--- src/rtl/floo_axis_noc_bridge_multi_vc.sv ---
// Credit-based bridge between NumVc NoC virtual channels and one AXI-Stream link.
// Optional SVA checks are compiled when FLOO_AXIS_BRIDGE_ASSERT_EN is defined.
module floo_axis_noc_bridge_multi_vc #(
  parameter int unsigned NumVc     = 2,
  parameter int unsigned DataWidth = 64,
  parameter int unsigned RxDepth   = 3,
  parameter int unsigned VcW       = (NumVc > 1) ? $clog2(NumVc) : 1,
  parameter int unsigned CntW      = $clog2(RxDepth + 1),
  parameter int unsigned TdataW    = DataWidth + 2 * VcW + 2
) (
  input  logic                       clk_i,
  input  logic                       rst_i,
  input  logic [NumVc-1:0]           noc_in_valid_i,
  output logic [NumVc-1:0]           noc_in_ready_o,
  input  logic [NumVc*DataWidth-1:0] noc_in_data_i,
  output logic [NumVc-1:0]           noc_out_valid_o,
  input  logic [NumVc-1:0]           noc_out_ready_i,
  output logic [NumVc*DataWidth-1:0] noc_out_data_o,
  output logic                       axis_out_tvalid_o,
  input  logic                       axis_out_tready_i,
  output logic [TdataW-1:0]          axis_out_tdata_o,
  input  logic                       axis_in_tvalid_i,
  output logic                       axis_in_tready_o,
  input  logic [TdataW-1:0]          axis_in_tdata_i,
  output logic                       err_o
);
  localparam int unsigned PtrW      = (RxDepth > 1) ? $clog2(RxDepth) : 1;
  localparam int unsigned IsDataBit = DataWidth + VcW;

  logic [NumVc-1:0][CntW-1:0] credit_q, credit_d, pend_q, pend_d, cnt_q, cnt_d;
  logic [NumVc-1:0][PtrW-1:0] rd_q, rd_d, wr_q, wr_d;
  logic [DataWidth-1:0]       mem_q [NumVc][RxDepth];
  logic [VcW-1:0]             rr_q, rr_d;
  logic                       out_valid_q, out_valid_d;
  logic [TdataW-1:0]          out_q, out_d;
  logic                       err_q, err_d;

  logic                 out_is_data, tx_fire, load;
  logic [VcW-1:0]       out_vc;
  logic                 rx_fire, in_is_data, in_crd_vld, in_vc_ok;
  logic [VcW-1:0]       in_vc, in_crd_vc;
  logic [DataWidth-1:0] in_data;
  logic [NumVc-1:0]     eligible, push, pop, rx_drop, crd_dec, crd_inc, pend_take;
  logic                 any_elig, found_hi, any_pend, crd_ovf;
  logic [VcW-1:0]       grant, grant_hi, grant_lo, pend_vc;
  logic [TdataW-1:0]    beat;

  function automatic logic [PtrW-1:0] ptr_inc(input logic [PtrW-1:0] p);
    return (p == PtrW'(RxDepth - 1)) ? '0 : p + PtrW'(1);
  endfunction

  assign out_is_data       = out_q[IsDataBit];
  assign out_vc            = out_q[IsDataBit-1 -: VcW];
  assign tx_fire           = out_valid_q && axis_out_tready_i;
  assign load              = !rst_i && (!out_valid_q || axis_out_tready_i);
  assign axis_out_tvalid_o = out_valid_q;
  assign axis_out_tdata_o  = out_q;
  assign err_o             = err_q;

  assign axis_in_tready_o = !rst_i;
  assign rx_fire          = axis_in_tvalid_i && axis_in_tready_o;
  assign in_crd_vld       = axis_in_tdata_i[TdataW-1];
  assign in_crd_vc        = axis_in_tdata_i[TdataW-2 -: VcW];
  assign in_is_data       = axis_in_tdata_i[IsDataBit];
  assign in_vc            = axis_in_tdata_i[IsDataBit-1 -: VcW];
  assign in_data          = axis_in_tdata_i[DataWidth-1:0];
  assign in_vc_ok         = 32'(in_vc) < NumVc;

  // TX: arbitration, credit piggyback and output register next state
  always_comb begin
    eligible = '0;
    for (int v = 0; v < NumVc; v++) begin
      // The register occupant has not yet consumed its credit.
      eligible[v] = noc_in_valid_i[v] &&
                    (credit_q[v] > CntW'(out_valid_q && out_is_data && (out_vc == VcW'(v))));
    end
    any_elig = |eligible;
    found_hi = 1'b0;
    grant_hi = '0;
    grant_lo = '0;
    for (int v = NumVc - 1; v >= 0; v--) begin
      if (eligible[v]) begin
        grant_lo = VcW'(v);
        if (v >= int'(rr_q)) begin
          grant_hi = VcW'(v);
          found_hi = 1'b1;
        end
      end
    end
    grant = found_hi ? grant_hi : grant_lo;

    any_pend = 1'b0;
    pend_vc  = '0;
    for (int v = NumVc - 1; v >= 0; v--) begin
      if (pend_q[v] != '0) begin
        any_pend = 1'b1;
        pend_vc  = VcW'(v);
      end
    end

    beat                   = '0;
    beat[TdataW-1]         = any_pend;
    beat[TdataW-2 -: VcW]  = pend_vc;
    if (any_elig) begin
      beat[IsDataBit]          = 1'b1;
      beat[IsDataBit-1 -: VcW] = grant;
      beat[DataWidth-1:0]      = noc_in_data_i[int'(grant)*DataWidth +: DataWidth];
    end

    noc_in_ready_o = '0;
    for (int v = 0; v < NumVc; v++) begin
      noc_in_ready_o[v] = load && any_elig && (grant == VcW'(v));
    end

    out_valid_d = out_valid_q;
    out_d       = out_q;
    rr_d        = rr_q;
    if (load) begin
      out_valid_d = any_elig || any_pend;
      if (any_elig || any_pend) out_d = beat;
      if (any_elig) rr_d = (grant == VcW'(NumVc - 1)) ? '0 : grant + VcW'(1);
    end
  end

  // Remote credit and pending-return counters
  always_comb begin
    credit_d  = credit_q;
    pend_d    = pend_q;
    crd_ovf   = 1'b0;
    crd_dec   = '0;
    crd_inc   = '0;
    pend_take = '0;
    for (int v = 0; v < NumVc; v++) begin
      crd_dec[v]   = tx_fire && out_is_data && (out_vc == VcW'(v));
      crd_inc[v]   = rx_fire && in_crd_vld && (in_crd_vc == VcW'(v));
      pend_take[v] = load && any_pend && (pend_vc == VcW'(v));
      if (crd_inc[v] && !crd_dec[v]) begin
        if (credit_q[v] == CntW'(RxDepth)) crd_ovf = 1'b1;
        else credit_d[v] = credit_q[v] + CntW'(1);
      end else if (crd_dec[v] && !crd_inc[v]) begin
        credit_d[v] = credit_q[v] - CntW'(1);
      end
      if (pop[v] && !pend_take[v]) pend_d[v] = pend_q[v] + CntW'(1);
      else if (pend_take[v] && !pop[v]) pend_d[v] = pend_q[v] - CntW'(1);
    end
  end

  // RX demux into per-VC FIFOs
  always_comb begin
    cnt_d           = cnt_q;
    rd_d            = rd_q;
    wr_d            = wr_q;
    push            = '0;
    pop             = '0;
    rx_drop         = '0;
    noc_out_valid_o = '0;
    noc_out_data_o  = '0;
    for (int v = 0; v < NumVc; v++) begin
      noc_out_valid_o[v] = cnt_q[v] != '0;
      noc_out_data_o[v*DataWidth +: DataWidth] = mem_q[v][rd_q[v]];
      pop[v] = noc_out_valid_o[v] && noc_out_ready_i[v];
      if (rx_fire && in_is_data && in_vc_ok && (in_vc == VcW'(v))) begin
        if (cnt_q[v] == CntW'(RxDepth)) rx_drop[v] = 1'b1;
        else push[v] = 1'b1;
      end
      if (push[v]) wr_d[v] = ptr_inc(wr_q[v]);
      if (pop[v]) rd_d[v] = ptr_inc(rd_q[v]);
      if (push[v] && !pop[v]) cnt_d[v] = cnt_q[v] + CntW'(1);
      else if (pop[v] && !push[v]) cnt_d[v] = cnt_q[v] - CntW'(1);
    end
  end

  assign err_d = err_q || crd_ovf || (|rx_drop) || (rx_fire && in_is_data && !in_vc_ok);

  always_ff @(posedge clk_i) begin
    if (rst_i) begin
      credit_q    <= {NumVc{CntW'(RxDepth)}};
      pend_q      <= '0;
      cnt_q       <= '0;
      rd_q        <= '0;
      wr_q        <= '0;
      rr_q        <= '0;
      out_valid_q <= 1'b0;
      out_q       <= '0;
      err_q       <= 1'b0;
    end else begin
      credit_q    <= credit_d;
      pend_q      <= pend_d;
      cnt_q       <= cnt_d;
      rd_q        <= rd_d;
      wr_q        <= wr_d;
      rr_q        <= rr_d;
      out_valid_q <= out_valid_d;
      out_q       <= out_d;
      err_q       <= err_d;
    end
  end

  always_ff @(posedge clk_i) begin
    for (int v = 0; v < NumVc; v++) begin
      if (push[v]) mem_q[v][wr_q[v]] <= in_data;
    end
  end

`ifdef FLOO_AXIS_BRIDGE_ASSERT_EN
  logic data_at_zero_credit;
  assign data_at_zero_credit = tx_fire && out_is_data && (credit_q[out_vc] == '0);

  a_tdata_stable: assert property (@(posedge clk_i) disable iff (rst_i)
    (axis_out_tvalid_o && !axis_out_tready_i) |=> $stable(axis_out_tdata_o))
    else $error("axis_out_tdata_o changed under backpressure");
  a_no_zero_credit: assert property (@(posedge clk_i) disable iff (rst_i)
    !data_at_zero_credit)
    else $error("data beat sent with zero credit");
  a_no_rx_overflow: assert property (@(posedge clk_i) disable iff (rst_i)
    rx_drop == '0)
    else $error("rx fifo overflow");
  a_no_err: assert property (@(posedge clk_i) disable iff (rst_i)
    !err_o)
    else $error("err_o raised");
`endif

endmodule

--- config.mk ---
export PLATFORM = sky130hd
export DESIGN_NAME = floo_axis_noc_bridge_multi_vc
export DESIGN_NICKNAME = d
export VERILOG_FILES = /design/src/rtl/floo_axis_noc_bridge_multi_vc.sv
export SDC_FILE = /design/constraint.sdc
export NUM_CORES = 1
export LEC_CHECK = 0
export ABC_AREA = 1
export ABC_CLOCK_PERIOD_IN_PS = 11000
export BUFFER_PORTS_ARGS = -buffer_cell sky130_fd_sc_hd__buf_2
export CAP_MARGIN = 30
export CORE_AREA = 2 2 269 138
export CTS_BUF_LIST = sky130_fd_sc_hd__clkbuf_8
export DETAILED_ROUTE_END_ITERATION = 8
export DIE_AREA = 0 0 271 140
export PLACE_DENSITY = 0.8
export SLEW_MARGIN = 20
export SYNTH_ARGS = -nofsm -noshare
export SYNTH_HDL_FRONTEND = slang
export SYNTH_SLANG_ARGS = --single-unit
export TNS_END_PERCENT = 5
--- constraint.sdc ---
create_clock -name clk_i -period 11 [get_ports clk_i]
set_clock_uncertainty 0.1 [all_clocks]
set_input_delay 0 -clock clk_i [delete_from_list [all_inputs] [get_ports clk_i]]
set_output_delay 0 -clock clk_i [all_outputs]
set_load 0.1 [all_outputs]
* Word-level counts from Yosys, hierarchy flattened
Memories as Yosys holds them, arrays and structs flattened.
Cells that the tools add are included.
** Storage, ports and cells
- Register bits :: 91
- Bits in latches :: 0
- RAM bits :: 384
- Bits in read-only memories :: 0
- Input bits :: 204
- Output and inout bits :: 203
- Word-level logic and storage cells :: 192
- Memories :: 1
** Memory list
- mem_q :: words 2, width 192, read ports 2, clocked after memory_dff 0, write ports 1, line 32 : logic [DataWidth-1:0] mem_q [NumVc][RxDepth];
** Operators by class
- $add $sub $neg :: 17
- $mul :: 0
- Divide/modulo/power cells :: 0
- $lt $le $gt $ge :: 9
- Equal/unequal tests :: 10
- Shift operators :: 1
- Multiplexer cells :: 59
- Bitwise operators :: 9
- Reductions and logical operators :: 72
** Operator list (number)
- 2-to-1 mux 192 bit :: 4
- 2-to-1 mux 64 bit :: 6
- binary-select mux 64 bit (select 2 bit) :: 2
- demux 64 bit (select 2 bit) :: 2
- OR reduction 192 bit :: 1
- indexed part select 128 x 8 -> 64 bit :: 1
- 2-to-1 mux 66 bit :: 1
- logical AND 1 bit :: 39
- 2-to-1 mux 2 bit :: 18
- 2-to-1 mux 1 bit :: 26
- adder 2 x 1 -> 2 bit, second input constant :: 10
- nonzero test 2 bit :: 10
- == test 2 bit, second input constant :: 8
- greater-or-equal comparator 3 bit, second input constant :: 4
- logical NOT 1 bit :: 12
- NOT 2 -> 3 bit :: 4
- subtractor 2 x 1 -> 2 bit, second input constant :: 6
- AND reduction 2 bit :: 4
- less-than comparator 3 x 1 -> 1 bit, second input constant :: 2
- NOT 1 bit :: 5
- > comparator 2 x 1 -> 1 bit :: 2
- logical OR 1 bit :: 4
- inequality test 2 bit, second input constant :: 2
- OR reduction 2 bit :: 2
- other kinds (2) :: 2

* Depth between registers and ports, before layout
Gate-level depths: netlist (run 1).
- Word-level depth :: 10
- Gate-level depth with buffers :: 12
- Gate-level depth less buffers :: 10

* Least setup slack after synthesis (run 1)
Ideal clock, no wire load.
- Path type :: input to register
- Start point :: in rst_i
- End point :: mem mem_q[0][192] (netlist name), enable pin
- Setup time :: 0.487 ns
- Data arrival time :: 3.399 ns
- Data required time :: 10.413 ns
- Setup slack :: 7.014 ns
- Stages :: 8
- Buffers on the path :: 1
- Cells stage by stage :: buf_4 > inv_4 > nand3_1 > nor2_1 > nand2_1 > nor2_1 > inv_1 > nor2_1
** On the way
- Longest elaborated chain between the ends :: 9
- Elaborated cells between the ends (all ways) :: 14
- Classes of those cells :: mux (8); reduce/logical (6)
** RTL lines
- from (decl) :: line 12 : input logic rst_i,
- logical NOT 1 bit (*) :: line 60 : assign axis_in_tready_o = !rst_i;
- logical AND 1 bit (*) :: line 61 : assign rx_fire = axis_in_tvalid_i && axis_in_tready_o;
- logical AND 1 bit (*)
- logical AND 1 bit :: line 162 : if (rx_fire && in_is_data && in_vc_ok && (in_vc == VcW'(v))) begin
- 2-to-1 mux 1 bit :: line 162
- 2-to-1 mux 1 bit :: line 201 : if (push[v]) mem_q[v][wr_q[v]] <= in_data;
- 2-to-1 mux 192 bit (implied by the code) :: line 201
- OR reduction 192 bit (no line)
- 2-to-1 mux 1 bit (no line) / 2-to-1 mux 192 bit (equally long branches)
- to (decl) :: line 32
Mark *: on every way between the ends. The rest lies on a longest branch, timed or not.

* Final worst setup path (run 1)
- Start point :: reg out_valid_q, in the netlist axis_out_tvalid_o
- End point :: reg out_q[53], in the netlist axis_out_tdata_o[53]
** On the way
- Longest elaborated chain between the ends :: 10
- Elaborated cells between the ends (all ways) :: 22
- Classes of those cells :: order compare (2); shift (1); mux (8); reduce/logical (11)
** RTL lines
- from (decl) :: line 34 : logic out_valid_q, out_valid_d;
- from (signal assigned) :: line 193 : out_valid_q <= out_valid_d;
- logical AND 1 bit (2 in a row) :: line 75 : (credit_q[v] > CntW'(out_valid_q && out_is_data && (out_vc == VcW'(v))));
- > comparator 2 x 1 -> 1 bit :: line 75
- logical AND 1 bit :: line 74 : eligible[v] = noc_in_valid_i[v] &&
- 2-to-1 mux 1 bit :: line 82 : if (eligible[v]) begin
- 2-to-1 mux 1 bit :: line 84 : if (v >= int'(rr_q)) begin
- 2-to-1 mux 1 bit :: line 82
- 2-to-1 mux 1 bit :: line 90 : grant = found_hi ? grant_hi : grant_lo;
- indexed part select 128 x 8 -> 64 bit :: line 107 : beat[DataWidth-1:0] = noc_in_data_i[int'(grant)*DataWidth +: DataWidth];
- 2-to-1 mux 66 bit :: line 104 : if (any_elig) begin
- to (signal assigned) :: line 194 : out_q <= out_d;
- to (decl) :: line 35 : logic [TdataW-1:0] out_q, out_d;
Several ways; a longest one is shown, not always the timed one.
A chain may end at the register's enable or synchronous reset.

==> impl_summary.txt, run 1 <==
----------------------------------------------------
[Run status]
  Outcome ... completed

[Setup path]
  Worst reg2reg startpoint ... axis_out_tvalid_o
  Reg-to-Reg End ... axis_out_tdata_o[53]
  Flop2flop setup slack ... 6.96 ns
  Worst Setup Path Type ... reg -> reg
  Critical-path top delay cell ... sky130_fd_sc_hd__dlygate4sd3_1
  Launching element type of the critical path ... flop
  Crit path DAT ... 4.45 ns
  Critical Path Sink Type ... flop
  Count of cell instances traversed by the critical path ... 13
  Worst Path Max Fanout ... 66
  Required time worst endpoint ... 11.41 ns
  Worst reg-to-reg path cell count ... 13
  Worst setup path endpoint ... axis_out_tdata_o[53]
  Worst path buffer plus inverter count ... 5
  Cell breakdown of the critical path ... inv_1 > nor3_1 > ha_1 > o21ai_2 > nand3_2 > buf_4 > nand2_2 > buf_4 > nand2_1 > nand3_2 > dlygate4sd3_1 > a21oi_2 > dlygate4sd3_1
  CP max stage delay ... 0.63 ns
  Critical Path Start ... axis_out_tvalid_o
  CP delay by family, top ... buffers and inverters

[Logic synthesis]
  Main combinational cell family by area after synthesis ... simple AND/OR/NAND/NOR gates
  Syn avg cell area ... 11.23 µm²
  Gate count after technology mapping ... 1720
  Net Count, Synth ... 1930
  Synth area leader ... sky130_fd_sc_hd__edfxtp_1
  Biggest area contributors in the synthesized netlist ... sky130_fd_sc_hd__edfxtp_1 (60%), sky130_fd_sc_hd__nand2_1 (9.5%), sky130_fd_sc_hd__dfxtp_1 (9.4%)
  Number of flip-flops and latches in the synthesized netlist ... 475
  Synth warn ... 0
  Fraction of the mapped netlist area in simple logic gates ... 20.46%
  Xor and xnor fraction of the mapped netlist area ... 0.09066%
  Most instantiated library cell after synthesis ... sky130_fd_sc_hd__nand2_1
  Top FF cell, synth ... sky130_fd_sc_hd__edfxtp_1
  Area of the mapped netlist ... 19320 µm²
  Sequential element share of the synthesized area ... 69.11%
  Commonest cells post-synth ... sky130_fd_sc_hd__nand2_1 (490), sky130_fd_sc_hd__edfxtp_1 (384), sky130_fd_sc_hd__nand3_1 (284)
  Async set-or-reset flop fraction in the synthesized netlist ... 0%
  Fraction of synthesized area in multiplexers ... 0%
  Synth Area in Adders ... 0.3885%
  Number of enable flip-flop cells after synthesis ... 384
  Compound-gate portion of the synthesized area ... 3.846%
  Synth cell types ... 27
  Proportion of netlist area held by the largest area contributor ... 59.68%

[Floorplanning]
  Chip Height ... 140 µm
  Core Rows ... 49
  Initial core utilization ... 54.43%
  Placeable core area ... 35500 µm²
  Die area ... 37940 µm²
  Number of ports placed on the die boundary ... 407
  Die W ... 271 µm

[Placed design]
  Total of buffers placed on input and output ports ... 406
  Post-place instance area ... 21730 µm²
  Gpl congestion ... 0.9011
  DP HPWL ... 31770 µm

[Pwr]
  Logic pwr share ... 32.3%
  Clock power frac ... 28.0%
  Total internal power ... 2.999 mW
  Leakage power summed over all cells ... 10.67 nW
  Sw Ratio ... 40.78%
  Sequential fraction of design power ... 39.7%
  NetSw ... 2.064 mW
  Worst supply voltage drop on vdd ... 162.2 µV
  Total power divided by cell area ... 197.4 nW/µm²

[Timing]
  Shortest period the worst path allows ... 4.041 ns
  Worst slew margin relative to its limit ... 35.82%
  Max-slew violation count ... 0
  Final count of hold timing violations ... 0
  RSZ-0062 raised after global routing ... no
  Fin Setup TNS ... 0 ns
  Total of endpoints with negative setup slack in the final report ... 0
  Fmax ... 0.2474 GHz
  Transition time of the tightest slew-check pin ... 0.9627 ns
  Tcrit/Tclk final ... 36.74%

[Clocking]
  Level count of the clock H-tree ... 3
  CTS Sinks ... 475
  Post-CTS sizing ... 0
  Bufs on Longest Clock Path ... 3
  Post-CTS clock slew at the launch and capture registers of the worst setup and hold paths ... 0.07 ns
  Postcts setup bufs ... 0
  TritonCTS clock tree ... yes
  Clk root buf ... sky130_fd_sc_hd__clkbuf_8
  Worst-Skew Late Latency ... 0.62 ns
  Num CTS Buffers ... 68

[Global route]
  Largest net degree at the start of global routing ... 67
  Global-route wire length before repair ... 87240 µm
  Final global-route overflow total ... 0
  Initial antenna violation count ... 7
  Total global-route track usage ... 29.90%
  Via count of the first global-routing pass ... 15640

[Run]
  MaxCap Viol Count ... 0

[Routing]
  Iter 0 DRT Violations ... 1624
  DRC violation count after routing ... 0
  Number of vias after detailed routing ... 15820
  Routed wire length ... 57310 µm
  Antenna violation net count after detailed routing ... 0
  Number of vias per cell ... 5.422
  Router iterations before antenna repair ... 5
  Wire length per cell ... 19.64 µm

[Cells and area]
  Ratio of cells with drive above 1 in the final layout ... 26.65%
  Final Cell Area ... 25650 µm²
  Final-layout fill cell count ... 2325
  Nets ... 2584
  Synthesis-to-layout area growth ... 32.73%

[Worst hold path]
  Min-delay worst type ... in -> reg

----------------------------------------------------
[power by group through the flow]
stage | registers, mW | logic, mW | clock network [mW]
finish | 2.01 | 1.64 | 1.42
global route | 2.01 | 1.70 | 1.51
CTS | 2.01 | 1.61 | 1.43
detailed placement | 2.05 | 1.53 | 0
global placement | 2.04 | 1.52 | 0
floorplan | 2.22 | 1.07 | 0
[state kept, by name, summed over array words and instances (netlist names)]
signal             flops
err_o                  1
axis_out_tvalid_o      1
credit_q               4
axis_out_tdata_o      68
rd_q                   4
cnt_q                  4
pend_q                 4
rr_q                   1
mem_q                384
wr_q                   4
[placed cells by master, fill, tap and decap left out, types with 50 or more instances in the layout]
cell type,n
sky130_fd_sc_hd__a21oi_2,50
sky130_fd_sc_hd__buf_2,405
sky130_fd_sc_hd__clkbuf_8,69
sky130_fd_sc_hd__dfxtp_1,91
sky130_fd_sc_hd__dlygate4sd3_1,244
sky130_fd_sc_hd__edfxtp_1,384
sky130_fd_sc_hd__inv_1,180
sky130_fd_sc_hd__nand2_1,489
sky130_fd_sc_hd__nand3_1,283
sky130_fd_sc_hd__nand3_2,50
[repair_timing]
action                                  in CTS  in global routing
endpoints found under the setup margin       0                  0
hold endpoints to repair                   473                  0
hold buffers                               244                  0
[final cells by class]
class                           count  area, µm²  share of cell area (%)
Clock buffer                       69      949.7                   3.703
Multi-Input combinational cell    982       4865                   18.97
Antenna cell                        6      15.01                 0.05855
Sequential cell                   475      13350                   52.07
Timing Repair Buffer              676       4810                   18.75
Tap cell                          484      605.6                   2.361
Inverter                          171      645.6                   2.517
Clock inverter                     55      402.9                   1.571
[worst min-delay path by stage]
stage,from,endpoint,cells past startpoint
finish,axis_in_tdata_i[20],mem_q[0][148],2
global route,axis_in_tdata_i[51],mem_q[0][51],2
CTS,axis_in_tdata_i[26],mem_q[0][218],2
detailed placement,axis_in_tdata_i[15],mem_q[0][79],1
global placement,axis_in_tdata_i[13],mem_q[0][77],1
floorplan,axis_in_tdata_i[0],mem_q[0][0],0
[per-stage QoR]
stage	setup slack, ns	instances	util (%)	total power, mW	hold slack (ns)
floorplan	7.014	1720	-	3.285	-0.001131
global placement	7.802	2536	60.96	3.560	0.1368
detailed placement	8.049	2540	61.22	3.575	0.1393
CTS	7.132	2908	71.91	5.051	0.0002228
global route	6.766	2917	72.24	5.222	0.03256
finish	6.959	2918	72.25	5.063	0.05427
[logic make-up after synthesis]
group | Yosys count
fa+ha+maj | 6
buf+inv | 263
flops | 475
simple gates | 865
xor+xnor | 2
compound gates | 109
[per-layer routing]
metal	routed length, µm	track usage [%]	up-vias	part of all wire [%]
met5	0	0	-	0
met4	2473	13.29	0	4.3
met3	5349	6.806	216	9.3
met2	26840	47.33	937	47
met1	22650	39.94	7518	40
li1	-	-	7150	-
Note: power is estimated with default switching activity, not from simulation.
==> inputs of run 2 (changes only) <==
--- a/config.mk
+++ b/config.mk
@@ -6,14 +6,14 @@
 export NUM_CORES = 1
 export LEC_CHECK = 0
 export ABC_AREA = 1
-export ABC_CLOCK_PERIOD_IN_PS = 11000
+export ABC_CLOCK_PERIOD_IN_PS = 3300
 export BUFFER_PORTS_ARGS = -buffer_cell sky130_fd_sc_hd__buf_2
 export CAP_MARGIN = 30
-export CORE_AREA = 2 2 269 138
+export CORE_AREA = 2 2 279 143
 export CTS_BUF_LIST = sky130_fd_sc_hd__clkbuf_8
 export DETAILED_ROUTE_END_ITERATION = 8
-export DIE_AREA = 0 0 271 140
-export PLACE_DENSITY = 0.8
+export DIE_AREA = 0 0 281 145
+export PLACE_DENSITY = 0.78
 export SLEW_MARGIN = 20
 export SYNTH_ARGS = -nofsm -noshare
 export SYNTH_HDL_FRONTEND = slang
==> constraint.sdc (replaced) <==
create_clock -name clk_i -period 3.3 [get_ports clk_i]
set_clock_uncertainty 0.1 [all_clocks]
set_input_delay 0 -clock clk_i [delete_from_list [all_inputs] [get_ports clk_i]]
set_output_delay 0 -clock clk_i [all_outputs]
set_load 0.1 [all_outputs]
==> run 2 against run 1 <==
  * Final area is 0.73% lower
  * Maximum frequency is 32% higher
  * Hold slack better by 0.025 ns
  * Cell count is 0.86% higher
  * Combinational power grew to 3.3 times the previous value
  * Flip-flop and latch count stayed put
  * Clock-buffer cell count is 1 lower
  * Via count is 0.67% lower
  * Routed wire length is 0.53% lower
  * Core utilization is 5.9 points lower
  * Global-route usage is 2.1 points lower
  * Die area is 7.4% higher
  * Critical path type unchanged
  * Largest cell class unchanged
==> impl_summary.txt, run 2 (same netlist as run 1, synthesis figures left out) <==
----------------------------------------------------
[Cells and area]
  Most common cell after layout, fill and taps aside ... sky130_fd_sc_hd__nand2_1
  Synthesis-to-layout area growth ... 31.76%
  Nets ... 2564 (-0.77%)
  Highest-count cells in the layout ignoring fill and taps ... sky130_fd_sc_hd__nand2_1 (489), sky130_fd_sc_hd__buf_2 (404), sky130_fd_sc_hd__edfxtp_1 (384)
  Largest register FFs ... 384 (unchanged)
  Ratio of cells with drive above 1 in the final layout ... 27.34% (+0.69 points)
  Final Cell Area ... 25460 µm² (-0.73%)

[Run status]
  Outcome ... completed

[Placed design]
  Total of buffers placed on input and output ports ... 406 (unchanged)
  Gpl congestion ... 0.8951 (-0.67%)
  Post-place instance area ... 22030 µm² (+1.4%)
  DP HPWL ... 33820 µm (+6.4%)

[Routing]
  Number of vias per cell ... 5.340 (-1.5%)
  Router iterations before antenna repair ... 7 (+2)
  DRC violation count after routing ... 0 (unchanged)
  Iter 0 DRT Violations ... 1235 (-24%)
  Routed wire length ... 57010 µm (-0.53%)
  Number of vias after detailed routing ... 15720 (-0.67%)
  Antenna violation net count after detailed routing ... 0 (unchanged)
  Wire length per cell ... 19.37 µm (-1.4%)

[Floorplanning]
  Die W ... 281 µm (+3.7%)
  Chip Height ... 145 µm (+3.6%)
  Core Rows ... 51 (+4.1%)
  Placeable core area ... 38350 µm² (+8.0%)
  Initial core utilization ... 50.38% (-4.0 points)
  Number of ports placed on the die boundary ... 407 (unchanged)
  Die area ... 40750 µm² (+7.4%)

[Worst hold path]
  Min-delay worst type ... in -> reg

[Timing]
  Worst slew margin relative to its limit ... 48.74% (+13 points)
  Max-slew violation count ... 0 (unchanged)
  Fmax ... 0.3256 GHz (+32%)
  Tcrit/Tclk final ... 93.06% (+56 points)
  RSZ-0062 raised after global routing ... no
  Total of endpoints with negative setup slack in the final report ... 0 (unchanged)
  Final hold slack ... 0.07938 ns (+0.02511 ns)
  Transition time of the tightest slew-check pin ... 0.7689 ns (-0.1938 ns)
  Shortest period the worst path allows ... 3.071 ns (-0.9703 ns)
  Final count of hold timing violations ... 0 (unchanged)

[Clocking]
  Num CTS Buffers ... 68 (unchanged)
  Bufs on Longest Clock Path ... 3 (unchanged)
  Level count of the clock H-tree ... 3 (unchanged)
  Post-CTS clock slew at the launch and capture registers of the worst setup and hold paths ... 0.07 ns (about the same)
  TritonCTS clock tree ... yes
  Postcts setup bufs ... 0 (unchanged)
  CTS Sinks ... 475 (unchanged)
  Clk root buf ... sky130_fd_sc_hd__clkbuf_8
  Worst-Skew Late Latency ... 0.60 ns (-0.02 ns)

[Setup path]
  Crit path DAT ... 3.41 ns (-1.04 ns)
  Required time worst endpoint ... 3.64 ns (-7.77 ns)
  Worst Path Max Fanout ... 49 (-26%)
  Worst Setup Path Type ... reg -> reg
  Launching element type of the critical path ... flop
  CP max stage delay ... 0.56 ns (-0.07 ns)
  Critical-path top delay cell ... sky130_fd_sc_hd__dlygate4sd3_1
  Critical Path Sink Type ... flop
  Cell breakdown of the critical path ... inv_1 > nor3_1 > ha_1 > o21ai_2 > nand3_2 > nand2_2 > buf_12 > nand2_1 > nand3_1 > dlygate4sd3_1 > a21oi_1

[Pwr]
  Worst supply voltage drop on vdd ... 522.0 µV (+220%)
  Total power divided by cell area ... 655.4 nW/µm² (+230%)
  Leakage power summed over all cells ... 10.53 nW (-1.3%)

[Run]
  MaxCap Viol Count ... 0 (unchanged)

[Global route]
  Final global-route overflow total ... 0 (unchanged)
  Global-route wire length before repair ... 87410 µm (+0.19%)
  Total global-route track usage ... 27.80% (-2.1 points)
  Via count of the first global-routing pass ... 15780 (+0.93%)
  Peak-usage layer in the global routing report ... met2
  Initial antenna violation count ... 8 (+1)
  Met2 track demand over resource ... 42.79% (-4.5 points)
  Met3 track demand over resource ... 6.651% (-0.16 points)
  Grt met1 use ... 36.68% (-3.3 points)
  Largest net degree at the start of global routing ... 67 (unchanged)

----------------------------------------------------
-- run 2: cell types whose count changed in the layout (fill, tap and decap cells not counted) --
cell | previous run | this run
sky130_fd_sc_hd__buf_12 | 3 | 14
sky130_fd_sc_hd__buf_6 | 0 | 1
sky130_fd_sc_hd__buf_2 | 405 | 404
sky130_fd_sc_hd__clkbuf_8 | 69 | 68
sky130_fd_sc_hd__clkinvlp_4 | 0 | 1
sky130_fd_sc_hd__inv_8 | 3 | 2
sky130_fd_sc_hd__bufinv_16 | 5 | 4
sky130_fd_sc_hd__inv_1 | 180 | 185
sky130_fd_sc_hd__inv_12 | 1 | 0
sky130_fd_sc_hd__clkinv_1 | 18 | 14
sky130_fd_sc_hd__buf_4 | 19 | 26
sky130_fd_sc_hd__dlygate4sd3_1 | 244 | 211
sky130_fd_sc_hd__buf_16 | 5 | 0
sky130_fd_sc_hd__inv_2 | 8 | 9
-- run 2: critical path: cells and delay by family, from the launching register on --
kind	cells	cell delay [ns]
adder cells (fa/ha/maj)	1	0.27
buffers and inverters	3	0.92
AND/OR/NAND/NOR	5	0.93
flip-flops	1	0.42
AO/OA/AOI/OAI	2	0.21
-- run 2: where the power goes --
part	internal, mW	total, mW	switching [mW]
Combinational	0.967	5.43	4.46
Sequential	6.62	6.70	0.0812
Clock	2.27	4.56	2.28
Total	9.86	16.7	6.83
-- run 2: cell type report --
type                    count  area, µm²
clock inverters            55      361.6
repair buffers            656       4621
flip-flops and latches    475      13350
well taps                 530      663.1
inverters                 171      644.4
clock buffers              68      935.9
multi-input cells         982       4865
diodes                      6      15.01
fillers                  2754      12890
-- run 2: path summary, 6_finish.rpt --
check	from	to	slack (ns)	depth (start not counted)
max	axis_out_tvalid_o	axis_out_tdata_o[4]	0.23	11
min	axis_in_tdata_i[53]	mem_q[0][53]	0.08	2
max reg2reg	axis_out_tvalid_o	axis_out_tdata_o[4]	0.23	11
min reg2reg	axis_out_tdata_o[66]	axis_out_tdata_o[66]	0.37	2
-- run 2: per-layer routing --
metal / vias to the layer above / wire length, µm / part of all wire [%]
met1: 7557 / 23060 / 40
li1: 7102 / - / -
met2: 810 / 26390 / 46
met3: 244 / 4508 / 7.9
met4: 2 / 3030 / 5.3
met5: - / 11 / 0.019
-- run 2: timing repair --
item                       CTS  global route
hold endpoints to repair   472             0
hold buffers               211             0
gates resized for setup      0             1
setup endpoints to repair    0             1
-- run 2: through the flow --
step                      cells  utilization (%)  setup WS (ns)  TNS [ns]  power [mW]
after CTS                  2937            66.33         0.3312         0       16.69
after global routing       2942            66.38        0.03812         0       17.23
final                      2943            66.38         0.2289         0       16.68
after floorplan            1720                -        -0.6423   -120.80       10.95
after detailed placement   2603            57.44         0.7780         0       11.96
after global placement     2603            57.44         0.8008         0       11.91
